File: config.mk
export PLATFORM = sky130hd
export DESIGN_NAME = mem_arbiter
export DESIGN_NICKNAME = d
export VERILOG_FILES = /design/src/rtl/mem_arbiter.sv
export SDC_FILE = /design/constraint.sdc
export NUM_CORES = 1
export LEC_CHECK = 0
export CORE_MARGIN = 3
export CORE_UTILIZATION = 28
export CTS_BUF_LIST = sky130_fd_sc_hd__clkbuf_4
export DETAILED_ROUTE_END_ITERATION = 10
export PLACE_DENSITY = 0.92
export SLEW_MARGIN = 10
export SYNTH_ARGS = -nofsm -noshare
export SYNTH_HDL_FRONTEND = slang
export SYNTH_SLANG_ARGS = --single-unit
File: constraint.sdc
create_clock -name clock -period 4.2 [get_ports clock]
set_clock_uncertainty 0.05 [all_clocks]
set_input_delay 0.63 -clock clock [delete_from_list [all_inputs] [get_ports clock]]
set_output_delay 0.63 -clock clock [all_outputs]
set_load 0.02 [all_outputs]
File: src/rtl/mem_arbiter.sv
// Two-port round-robin arbiter in front of a single-ported memory.
// Optional busy watchdog enabled by defining MEM_ARB_TIMEOUT_EN.
module mem_arbiter #(
  parameter int ADDR_W         = 16,
  parameter int DATA_W         = 8,
  parameter int TIMEOUT_CYCLES = 255
) (
  input  logic              clock,
  input  logic              reset,
  input  logic [ADDR_W-1:0] p0_addr,
  input  logic [DATA_W-1:0] p0_wdata,
  input  logic              p0_write,
  input  logic              p0_req,
  output logic [DATA_W-1:0] p0_rdata,
  output logic              p0_done,
  output logic              p0_err,
  input  logic [ADDR_W-1:0] p1_addr,
  input  logic [DATA_W-1:0] p1_wdata,
  input  logic              p1_write,
  input  logic              p1_req,
  output logic [DATA_W-1:0] p1_rdata,
  output logic              p1_done,
  output logic              p1_err,
  output logic [ADDR_W-1:0] mem_addr,
  output logic [DATA_W-1:0] mem_data_in,
  output logic              mem_write,
  output logic              mem_req,
  input  logic [DATA_W-1:0] mem_data_out,
  input  logic              mem_done,
  output logic [1:0]        grant
);

  typedef enum logic [1:0] {
    S_IDLE    = 2'd0,
    S_BUSY    = 2'd1,
    S_RELEASE = 2'd2
  } state_t;

  state_t r_state;
  state_t w_state_next;
  logic   r_owner;
  logic   w_owner_next;
  logic   r_last_owner;
  logic   w_last_owner_next;
  logic   w_timeout;

  // last_owner starts at 1 so that port 0 wins the first tie after reset.
  always_ff @(posedge clock or posedge reset) begin
    if (reset) begin
      r_state      <= S_IDLE;
      r_owner      <= 1'b0;
      r_last_owner <= 1'b1;
    end else begin
      r_state      <= w_state_next;
      r_owner      <= w_owner_next;
      r_last_owner <= w_last_owner_next;
    end
  end

`ifdef MEM_ARB_TIMEOUT_EN
  localparam int CNT_W = (TIMEOUT_CYCLES < 1) ? 1 : $clog2(TIMEOUT_CYCLES + 1);

  logic [CNT_W-1:0] r_count;

  // Counts cycles spent in the current BUSY visit; zero on the first BUSY cycle.
  always_ff @(posedge clock or posedge reset) begin
    if (reset) begin
      r_count <= '0;
    end else if (r_state == S_BUSY && w_state_next == S_BUSY) begin
      r_count <= r_count + 1'b1;
    end else begin
      r_count <= '0;
    end
  end

  assign w_timeout = (r_state == S_BUSY) && (r_count == CNT_W'(TIMEOUT_CYCLES));
`else
  logic w_unused_timeout;

  assign w_unused_timeout = (TIMEOUT_CYCLES == 0);
  assign w_timeout        = 1'b0;
`endif

  always_comb begin
    w_state_next      = r_state;
    w_owner_next      = r_owner;
    w_last_owner_next = r_last_owner;
    mem_req           = 1'b0;
    mem_write         = 1'b0;
    mem_addr          = '0;
    mem_data_in       = '0;
    grant             = 2'b00;
    p0_done           = 1'b0;
    p1_done           = 1'b0;
    p0_err            = 1'b0;
    p1_err            = 1'b0;
    p0_rdata          = '0;
    p1_rdata          = '0;

    case (r_state)
      S_IDLE: begin
        if (p0_req && p1_req) begin
          w_owner_next = ~r_last_owner;
          w_state_next = S_BUSY;
        end else if (p0_req) begin
          w_owner_next = 1'b0;
          w_state_next = S_BUSY;
        end else if (p1_req) begin
          w_owner_next = 1'b1;
          w_state_next = S_BUSY;
        end
      end

      S_BUSY: begin
        mem_req     = 1'b1;
        mem_addr    = r_owner ? p1_addr  : p0_addr;
        mem_data_in = r_owner ? p1_wdata : p0_wdata;
        mem_write   = r_owner ? p1_write : p0_write;
        grant       = r_owner ? 2'b10 : 2'b01;
        // A real completion takes precedence over a watchdog expiry in the same cycle.
        if (mem_done) begin
          if (r_owner) begin
            p1_done  = 1'b1;
            p1_rdata = mem_data_out;
          end else begin
            p0_done  = 1'b1;
            p0_rdata = mem_data_out;
          end
          w_last_owner_next = r_owner;
          w_state_next      = S_RELEASE;
        end else if (w_timeout) begin
          if (r_owner) begin
            p1_done = 1'b1;
            p1_err  = 1'b1;
          end else begin
            p0_done = 1'b1;
            p0_err  = 1'b1;
          end
          w_last_owner_next = r_owner;
          w_state_next      = S_RELEASE;
        end
      end

      S_RELEASE: begin
        grant        = r_owner ? 2'b10 : 2'b01;
        w_state_next = S_IDLE;
      end

      default: begin
        w_state_next = S_IDLE;
      end
    endcase
  end

endmodule

==> results of run 1 <==
per-stage QoR:
step	setup slack [ps]	cell area, um^2	utilization [%]	hold slack, ps
2_1_floorplan	1970	833	-	345
3_3_place_gp	1250	1900	68.2	443
3_5_place_dp	1130	1900	68.2	470
4_1_cts	850	1930	69.2	475
5_1_grt	616	1930	69.2	479
6_report	904	1930	69.2	473
path summary, 6_finish.rpt:
path | start | endpoint | slack (ps) | depth (start not counted)
min in group asynchronous | reset | r_owner | 520 | 2
max reg2reg | r_state[1] | r_state[1] | 2270 | 5
min | r_last_owner | r_last_owner | 470 | 1
max in group asynchronous | reset | r_last_owner | 3340 | 2
min reg2reg | r_last_owner | r_last_owner | 470 | 1
max | r_state[1] | p0_rdata[5] | 900 | 6
cells by family (layout without fill, tap and decap cells):
family	after synthesis	count (layout)	share of synthesized area, %
flip-flops	4	4	12.2
multiplexers	26	26	32.0
adder cells (fa/ha/maj)	3	3	4.53
AND/OR/NAND/NOR	50	50	37.0
buffers and inverters	12	116	9.20
other	1	2	0.452
AO/OA/AOI/OAI	5	5	4.68
sequential cells by signal, indices dropped and copies added, names as in the netlist:
register / count
r_state: 2
r_last_owner: 1
r_owner: 1
where the power goes:
| group | switching [mW] | leakage (nW) | internal (mW) |
|---|---|---|---|
| logic | 0.402 | 0.751 | 0.438 |
| clock network | 0.0183 | 0.0184 | 0.0422 |
| registers | 0.0116 | 0.0469 | 0.0610 |
layout make-up:
type	count	area (um^2)	area share (%)
well taps	31	38.8	2.01
clock buffers	4	30.0	1.56
repair buffers	109	1090	56.5
flip-flops and latches	4	101	5.26
multi-input cells	86	656	34.0
inverters	3	11.3	0.585
placed cells by master, fill, tap and decap left out, drive strengths merged:
cell type | synthesis | layout
buf | 7 | 1
nand2 | 3 | 3
a21o | 1 | 1
a21oi | 1 | 1
o21a | 1 | 1
o21ai | 1 | 1
ha | 3 | 3
inv | 3 | 3
dfstp | 1 | 1
and2b | 1 | 1
nor2 | 2 | 2
clkbuf | 2 | 4
conb | 1 | 2
mux2 | 1 | 1
and2 | 17 | 17
clkdlybuf4s50 | 0 | 108
dfrtp | 3 | 3
mux2i | 25 | 25
a32o | 1 | 1
and3 | 1 | 1
nor2b | 26 | 26
routing by layer:
| layer | vias up | part of all wire (%) | global-route usage (%) |
|---|---|---|---|
| met3 | 4 | 9.8 | 3.83 |
| li1 | 538 | - | - |
| met5 | - | 0 | 0 |
| met1 | 484 | 32 | 16.2 |
| met2 | 51 | 57 | 31.6 |
| met4 | 0 | 1.2 | 7.43 |
==> summary.md, run 1 <==
| Metric | Value |
|---|---|
| Outcome | finished clean |
| Area of the die | 0.00365 mm^2 |
| Synth Cell Area | 830 um^2 |
| CP max-delay cell | ha_1 |
| Worst path bufs/invs | 2 |
| Total of fill cells in the finished design | 225 |
| Type of the worst min-delay path | flop to flop |
| Non-Filler Instances | 237 |
| Number of H-tree levels | 1 |
| Asr flop ratio synth | 100% |
| Wire length reported by the detailed router | 3270 um |
| Total power after layout | 0.974 mW |
| Max-capacitance violation count | 0 |
| I/O pin cnt | 111 |
| Clock tree from TritonCTS | yes |
| Crit path kind | flop to primary output |
| Antenna violations before repair | 0 |
| Chip height | 60.4 um |
| Register clock-pin slew on the reported worst setup and hold paths | 40 ps |
| PortBufs | 108 |
| Sinks on Clock Net | 4 |
| HPWL reported at the end of detailed placement | 2760 um |
| Clock tree root buffer cell | clkbuf_4 |
| Type of origin of the critical path | flop |
| Mapped Cells | 101 |
| Core footprint | 0.00278 mm^2 |
| Cell Chain, Critical Path | inv_1, ha_1, nand2_1, nor2_2, and2_1, clkdlybuf4s50_1 |
| Share of Yosys cell area claimed by the top area cell type | 30.2% |
| Via count of the first global-routing pass | 1025 |
| CP Capture Type | primary output |
| Worst skew pair latency | 240 ps |
| Global-route wire length before repair | 4480 um |
| Final Hold Vio Count | 0 |
| Slowest Stage Delay on Critical Path | 650 ps |
| 1st-iter DRT viols | 18 |
| Number of cells upsized or downsized after cts | 0 |
| Highest fanout seen on the critical path | 29 |
| Share of post-route cells with drive strength above 1 | 4.85% |
| Total negative setup slack | 0 ps |
| All-Layer GR Usage | 16.3% |
| Cell type contributing the most total cell area after synthesis | mux2i_1 |
| Vias | 1077 |
| Rows | 19 |
| Final count of negative-setup-slack endpoints | 0 |
| Most common library cells after synthesis | nor2b_1, mux2i_1, and2_1 |
| Ratio of final minimum period to clock period | 78.5% |
| Worst endpoint required time | 3520 ps |
| Layout Nets | 273 |
| Sequential share of the synthesized area | 12.2% |
| Number of search-and-repair iterations in the first detailed-routing pass | 2 |
| Most used flip-flop cell after synthesis | dfrtp_1 |
| Avg Synthesized Cell Area | 8.21 um^2 |
| Total instance count after detailed placement | 233 |
| Synth area leaders | mux2i_1, nor2b_1, and2_1 |
| Area growth from synthesis to layout | 132% |
| Vias per inst | 4.54 |
| Setup Fix Bufs, Post-CTS | 0 |
| Top achievable clock speed | 303 MHz |
| Most instantiated library cell after synthesis | nor2b_1 |
| Remaining Overflow, GRT | 0 |
| DRC violation count after routing | 0 |
| Inserted Clock Buffers | 3 |
| Effective utilization at floorplan | 29.8% |
| Antenna Nets Post-Route | 0 |
| Count of hold buffers inserted by post-cts repair | 0 |
| Routed length per placed instance | 13.8 um |
| Largest net degree at the start of global routing | 30 |
| Final-report max-slew violation count | 0 |
| Slew headroom | 50.4% |
| Worst voltage drop across the vdd grid | 431 uV |
| Clock buffer depth | 2 |
| Warnings, synthesis | 0 |
| CP delay by family, top | buffers and inverters |
| RSZ-0062 raised after global routing | no |
| Total power divided by cell area | 506 mW/mm^2 |
| Period minus WS final | 3300 ps |
| Flop and latch count out of synthesis | 4 |
| Actual transition at the worst max-transition pin | 744 ps |
| Number of flops mapped to enable cells by yosys | 0 |
| Number of antenna cells inserted | 0 |
| Critical path data arrival time | 2620 ps |
| Chip width | 60.4 um |
| Static power due to leakage | 0.817 nW |
| Yosys cell types | 23 |
| Final estimated routing congestion in global placement | 0.697 |
No activity file was read; power rests on OpenSTA's default activity.
==> run 2: changes to the inputs <==
--- a/config.mk
+++ b/config.mk
@@ -6,10 +6,10 @@
 export NUM_CORES = 1
 export LEC_CHECK = 0
 export CORE_MARGIN = 3
-export CORE_UTILIZATION = 28
+export CORE_UTILIZATION = 26
 export CTS_BUF_LIST = sky130_fd_sc_hd__clkbuf_4
 export DETAILED_ROUTE_END_ITERATION = 10
-export PLACE_DENSITY = 0.92
+export PLACE_DENSITY = 0.86
 export SLEW_MARGIN = 10
 export SYNTH_ARGS = -nofsm -noshare
 export SYNTH_HDL_FRONTEND = slang
==> constraint.sdc (replaced) <==
create_clock -name clock -period 3.14 [get_ports clock]
set_clock_uncertainty 0.05 [all_clocks]
set_input_delay 0.471 -clock clock [delete_from_list [all_inputs] [get_ports clock]]
set_output_delay 0.471 -clock clock [all_outputs]
set_load 0.02 [all_outputs]
==> run 2 against run 1 <==
Combinational power grew 37%. Total power increased by 36%. Clock power up 32%.
==> summary.md, run 2 (same netlist as run 1, synthesis figures left out) <==
| Metric | Value |
|---|---|
| Cell Chain, Critical Path | clkdlybuf4s50_1, nand2_1, nor2_2, and2_1, clkdlybuf4s50_1 |
| Biggest regs | r_state x2, r_last_owner x1, r_owner x1 |
| Vias per inst | 4.37 (-3.8%) |
| Non-Filler Instances | 250 (+5.5%) |
| Total negative setup slack | 0 ps (unchanged) |
| Final count of negative-setup-slack endpoints | 0 (unchanged) |
| Sinks on Clock Net | 4 (unchanged) |
| Global-route wire length before repair | 5360 um (+20%) |
| Final-report max-slew violation count | 0 (unchanged) |
| Most frequent cells in the layout | clkdlybuf4s50_1, nor2b_1, mux2i_1 |
| Count of hold buffers inserted by post-cts repair | 0 (unchanged) |
| Total instance count after detailed placement | 246 (+5.6%) |
| 1st-iter DRT viols | 35 (+17) |
| Register ranked first by flip-flop count | r_state |
| CP max-delay cell | clkdlybuf4s50_1 |
| Inserted Clock Buffers | 3 (unchanged) |
| Type of the worst min-delay path | input port to asynchronous set/reset pin |
| Effective utilization at floorplan | 28.6% (-1.2 points) |
| Outcome | finished clean |
| Most common cell after layout, fill and taps aside | clkdlybuf4s50_1 |
| Routed length per placed instance | 13.1 um (-4.7%) |
| I/O pin cnt | 111 (unchanged) |
| DRC violation count after routing | 0 (unchanged) |
| Register clock-pin slew on the reported worst setup and hold paths | 40 ps (about the same) |
| Number of H-tree levels | 1 (unchanged) |
| Number of search-and-repair iterations in the first detailed-routing pass | 4 (+2) |
| Chip width | 62.5 um (+3.4%) |
| Most used cell, CP | clkdlybuf4s50_1 |
| Via count of the first global-routing pass | 1126 (+9.9%) |
| Antenna Nets Post-Route | 0 (unchanged) |
| Worst slack at placement | 540 ps (-589 ps) |
| Number of antenna cells inserted | 0 (unchanged) |
| Largest net degree at the start of global routing | 28 (-6.7%) |
| Clock tree from TritonCTS | yes |
| Top achievable clock speed | 384 MHz |
| Setup Fix Bufs, Post-CTS | 0 (unchanged) |
| Vias | 1093 (+1.5%) |
| Critical path data arrival time | 2080 ps (-540 ps) |
| Slowest Stage Delay on Critical Path | 620 ps (-30 ps) |
| Layout Nets | 275 (+0.73%) |
| Max-capacitance violation count | 0 (unchanged) |
| Clock buffer depth | 2 (unchanged) |
| Number of cells upsized or downsized after cts | 0 (unchanged) |
| Antenna violations before repair | 0 (unchanged) |
| Clock tree root buffer cell | clkbuf_4 |
| Final Hold Vio Count | 0 (unchanged) |
| Worst voltage drop across the vdd grid | 488 uV (+13%) |
| Type of origin of the critical path | input port |
| Ratio of final minimum period to clock period | 82.8% |
| HPWL reported at the end of detailed placement | 2800 um (+1.6%) |
| Area of the die | 0.00390 mm^2 (+6.9%) |
| Worst skew pair latency | 240 ps (about the same) |
| Chip height | 62.5 um (+3.4%) |
| Wire length reported by the detailed router | 3290 um (+0.55%) |
| Crit path kind | input port to primary output |
| PortBufs | 108 (unchanged) |
| Area growth from synthesis to layout | 136% |
| Rows | 19 (unchanged) |
| All-Layer GR Usage | 16.4% (+0.098 points) |
| Total power divided by cell area | 677 mW/mm^2 (+34%) |
| Share of post-route cells with drive strength above 1 | 5.77% (+0.91 points) |
| RSZ-0062 raised after global routing | no |
| Remaining Overflow, GRT | 0 (unchanged) |
| Post-layout util | 67.4% (-1.8 points) |
| CP Capture Type | primary output |
| Period minus WS final | 2600 ps |
| Total of fill cells in the finished design | 250 (+11%) |
| Static power due to leakage | 0.826 nW (+1.2%) |
| Worst endpoint required time | 2620 ps (-900 ps) |
| Final estimated routing congestion in global placement | 0.748 (+7.4%) |
| Core footprint | 0.00290 mm^2 (+4.3%) |
| Highest fanout seen on the critical path | 9 (-69%) |
| Max FFs per register | 2 (unchanged) |
| Fin worst setup slack | 539 ps (-366 ps) |
## run 2: cell count changes in the layout (fill, tap and decap cells not counted), sizes merged
cell,previous run,this run
buf,1,3
## run 2: path summary, 6_finish.rpt
check / slack, ps / end / depth (start not counted) / start
worst max-delay path: 540 / p0_rdata[4] / 5 / mem_done
max in group asynchronous: 2440 / r_last_owner / 2 / reset
worst max register to register: 1510 / r_state[1] / 5 / r_state[0]
worst min-delay path: 370 / r_state[1] / 2 / reset
worst min register to register: 460 / r_last_owner / 1 / r_last_owner
min in group clock: 460 / r_last_owner / 1 / r_last_owner
## run 2: report_power, final
group	switching (mW)	internal (mW)	total, mW
registers	0.0141	0.0815	0.0955
logic	0.549	0.598	1.15
clock network	0.0235	0.0565	0.0800
## run 2: cell type report
| cell class | instances | area (um^2) | share of cell area [%] |
|---|---|---|---|
| Timing Repair Buffer | 111 | 1100 | 56.5 |
| Sequential cell | 4 | 101 | 5.19 |
| Multi-Input combinational cell | 86 | 656 | 33.5 |
| Inverter | 3 | 11.3 | 0.576 |
| Tap cell | 42 | 52.6 | 2.69 |
| Clock buffer | 4 | 30.0 | 1.54 |
## run 2: through the flow
| stage | hold WS, ps | instance area (um^2) | power (mW) |
|---|---|---|---|
| after floorplan | 186 | 833 | 0.798 |
| after global placement | 442 | 1920 | 1.23 |
| after detailed placement | 447 | 1920 | 1.25 |
| after CTS | 365 | 1950 | 1.34 |
| after global routing | 398 | 1950 | 1.41 |
| final | 365 | 1950 | 1.32 |
## run 2: critical path: cells and delay by family
kind / cells / cell delay, ps
buffers and inverters: 2 / 1100
AND/OR/NAND/NOR: 3 / 510
## run 2: layer usage
layer | track usage, % | share of wire (%) | vias to the layer above
li1 | - | - | 539
met1 | 17.8 | 39 | 485
met2 | 31.7 | 52 | 65
met3 | 3.60 | 8.2 | 4
met4 | 3.86 | 0.70 | 0
met5 | 0 | 0 | -
==> run 3: changes to the inputs <==
==> constraint.sdc (replaced) <==
create_clock -name clock -period 2.5 [get_ports clock]
set_clock_uncertainty 0.05 [all_clocks]
set_input_delay 0.375 -clock clock [delete_from_list [all_inputs] [get_ports clock]]
set_output_delay 0.375 -clock clock [all_outputs]
set_load 0.02 [all_outputs]
==> run 3 against run 2 <==
Critical endpoint is now p1_rdata[0]. Largest power group unchanged. Clock-buffer cell count stayed put. Final cell count is 0.40% higher. Register-to-register slack worse by 650 ps. Highest routed layer unchanged. Largest cell class unchanged. Combinational power is 25% higher. Total power is 27% higher. Hold slack worse by 88 ps. Non-clock buffer count is 1 higher. Core utilization is 2.0 points higher.
==> summary.md, run 3 (same netlist as run 1, synthesis figures left out) <==
| Metric | Value |
|---|---|
| Largest net degree at the start of global routing | 17 (-39%) |
| Cell Chain, Critical Path | inv_1, ha_1, and3_4, and2_1, clkdlybuf4s50_1 |
| Worst slack at placement | 65.5 ps (-475 ps) |
| Total power divided by cell area | 832 mW/mm^2 (+23%) |
| Remaining Overflow, GRT | 0 (unchanged) |
| Layout Nets | 276 (+0.36%) |
| Max-capacitance violation count | 0 (unchanged) |
| Worst skew pair latency | 240 ps (about the same) |
| Final estimated routing congestion in global placement | 0.756 (+1.1%) |
| Vias per inst | 4.35 (-0.58%) |
| All-Layer GR Usage | 17.0% (+0.67 points) |
| Chip width | 62.5 um (unchanged) |
| Count of hold buffers inserted by post-cts repair | 0 (unchanged) |
| Type of the worst min-delay path | input port to asynchronous set/reset pin |
| Clock tree from TritonCTS | yes |
| Register ranked first by flip-flop count | r_state |
| Number of search-and-repair iterations in the first detailed-routing pass | 3 (-1) |
| Crit path kind | flop to primary output |
| Register clock-pin slew on the reported worst setup and hold paths | 40 ps (about the same) |
| Max FFs per register | 2 (unchanged) |
| Final-report max-slew violation count | 0 (unchanged) |
| Fin worst setup slack | 97.2 ps (-441 ps) |
| I/O pin cnt | 111 (unchanged) |
| Most frequent cells in the layout | clkdlybuf4s50_1, nor2b_1, mux2i_1 |
| Final Hold Vio Count | 0 (unchanged) |
| GRT met2 Usage | 32.5% (+0.80 points) |
| Via count of the first global-routing pass | 1138 (+1.1%) |
| Worst path bufs/invs | 2 (unchanged) |
| Share of post-route cells with drive strength above 1 | 6.70% (+0.93 points) |
| Rows | 19 (unchanged) |
| Total of fill cells in the finished design | 248 (-0.80%) |
| Multi-input gate area in the final layout | 666 um^2 (+1.5%) |
| Inserted Clock Buffers | 3 (unchanged) |
| Worst hold margin | 278 ps (-87.9 ps) |
| DRC violation count after routing | 0 (unchanged) |
| CP delay by family, top | buffers and inverters |
| Sinks on Clock Net | 4 (unchanged) |
| Clock buffer depth | 2 (unchanged) |
| Met3 global-route usage | 5.04% (+1.4 points) |
| Effective utilization at floorplan | 28.6% (unchanged) |
| Number of antenna cells inserted | 0 (unchanged) |
| Reg2reg setup slack | 860 ps (-650 ps) |
| Antenna Nets Post-Route | 0 (unchanged) |
| Grt met1 use | 18.1% (+0.30 points) |
| Slowest Stage Delay on Critical Path | 620 ps (about the same) |
| HPWL reported at the end of detailed placement | 2940 um (+4.8%) |
| Vias | 1091 (-0.18%) |
| Top achievable clock speed | 416 MHz |
| Biggest regs | r_state x2, r_last_owner x1, r_owner x1 |
| Number of cells upsized or downsized after cts | 2 (+2) |
| Final count of negative-setup-slack endpoints | 0 (unchanged) |
| Ratio of final minimum period to clock period | 96.1% |
| Global-route wire length before repair | 5490 um (+2.3%) |
| 1st-iter DRT viols | 34 (-2.9%) |
| CP max-delay cell | clkdlybuf4s50_1 |
| Highest fanout seen on the critical path | 10 (+1) |
| Most common cell after layout, fill and taps aside | clkdlybuf4s50_1 |
| Routed length per placed instance | 13.8 um (+4.9%) |
| Static power due to leakage | 1.11 nW (+35%) |
| Clock tree root buffer cell | clkbuf_4 |
| CP Capture Type | primary output |
| Type of origin of the critical path | flop |
| Layer carrying the most global-route usage | met2 |
| Critical path data arrival time | 1980 ps (-100 ps) |
| Total negative setup slack | 0 ps (unchanged) |
| Core footprint | 0.00290 mm^2 (unchanged) |
| Antenna violations before repair | 0 (unchanged) |
| Area growth from synthesis to layout | 143% |
| Area of the die | 0.00390 mm^2 (unchanged) |
| Chip height | 62.5 um (unchanged) |
| Outcome | finished clean |
| Period minus WS final | 2400 ps |
| Register area | 101 um^2 (unchanged) |
| PortBufs | 108 (unchanged) |
| Number of H-tree levels | 1 (unchanged) |
| Wire length reported by the detailed router | 3460 um (+5.4%) |
| Worst voltage drop across the vdd grid | 726 uV (+49%) |
| Setup Fix Bufs, Post-CTS | 0 (unchanged) |
| Worst endpoint required time | 2080 ps (-540 ps) |
[run 3: cell types whose count changed in the layout (fill, tap and decap cells not counted)]
cell	previous run	this run
clkdlybuf4s50_1	108	92
dlymetal6s2s_1	0	16
and3_1	1	0
and3_4	0	1
buf_4	3	4
nor2_2	1	0
nor2_4	0	1
[run 3: path summary, 6_finish.rpt]
check                        startpoint           end  cells after the start
min in group clock         r_last_owner  r_last_owner                      1
setup / recovery             r_state[1]   p1_rdata[0]                      5
max in group asynchronous         reset  r_last_owner                      2
setup reg to reg             r_state[0]    r_state[1]                      5
hold / removal                    reset    r_state[0]                      2
hold reg to reg            r_last_owner  r_last_owner                      1
[run 3: per-stage QoR]
stage	util, %	total power [mW]	cell area, um^2	std cells
global route	69.4	1.80	2010	251
detailed placement	66.6	1.59	1930	247
global placement	66.6	1.55	1930	247
CTS	67.9	1.71	1970	251
finish	69.4	1.67	2010	251
floorplan	-	1.00	833	102
[run 3: power by group]
group          total (mW)  switching [mW]  leakage, nW  internal, mW
registers           0.131          0.0289       0.0469         0.102
clock network       0.102          0.0311       0.0184        0.0710
logic                1.44           0.682         1.05         0.758
total                1.67           0.742         1.11         0.931
[run 3: area by class of cell]
class / instances / share of cell area, %
Tap cell: 42 / 2.61
Inverter: 3 / 0.560
Sequential cell: 4 / 5.04
Multi-Input combinational cell: 86 / 33.1
Clock buffer: 4 / 1.49
Timing Repair Buffer: 112 / 57.2
[run 3: worst reg2reg max path, stage by stage (launching register included)]
cell and delay, ps:
dfrtp_1 400, ha_1 260, buf_4 190, and2b_4 190, a21oi_2 120, mux2_4 310
[run 3: routing by layer]
| layer | part of all wire [%] | up-vias |
|---|---|---|
| li1 | - | 547 |
| met1 | 35 | 478 |
| met5 | 0 | - |
| met2 | 55 | 62 |
| met4 | 0.90 | 0 |
| met3 | 9.6 | 4 |
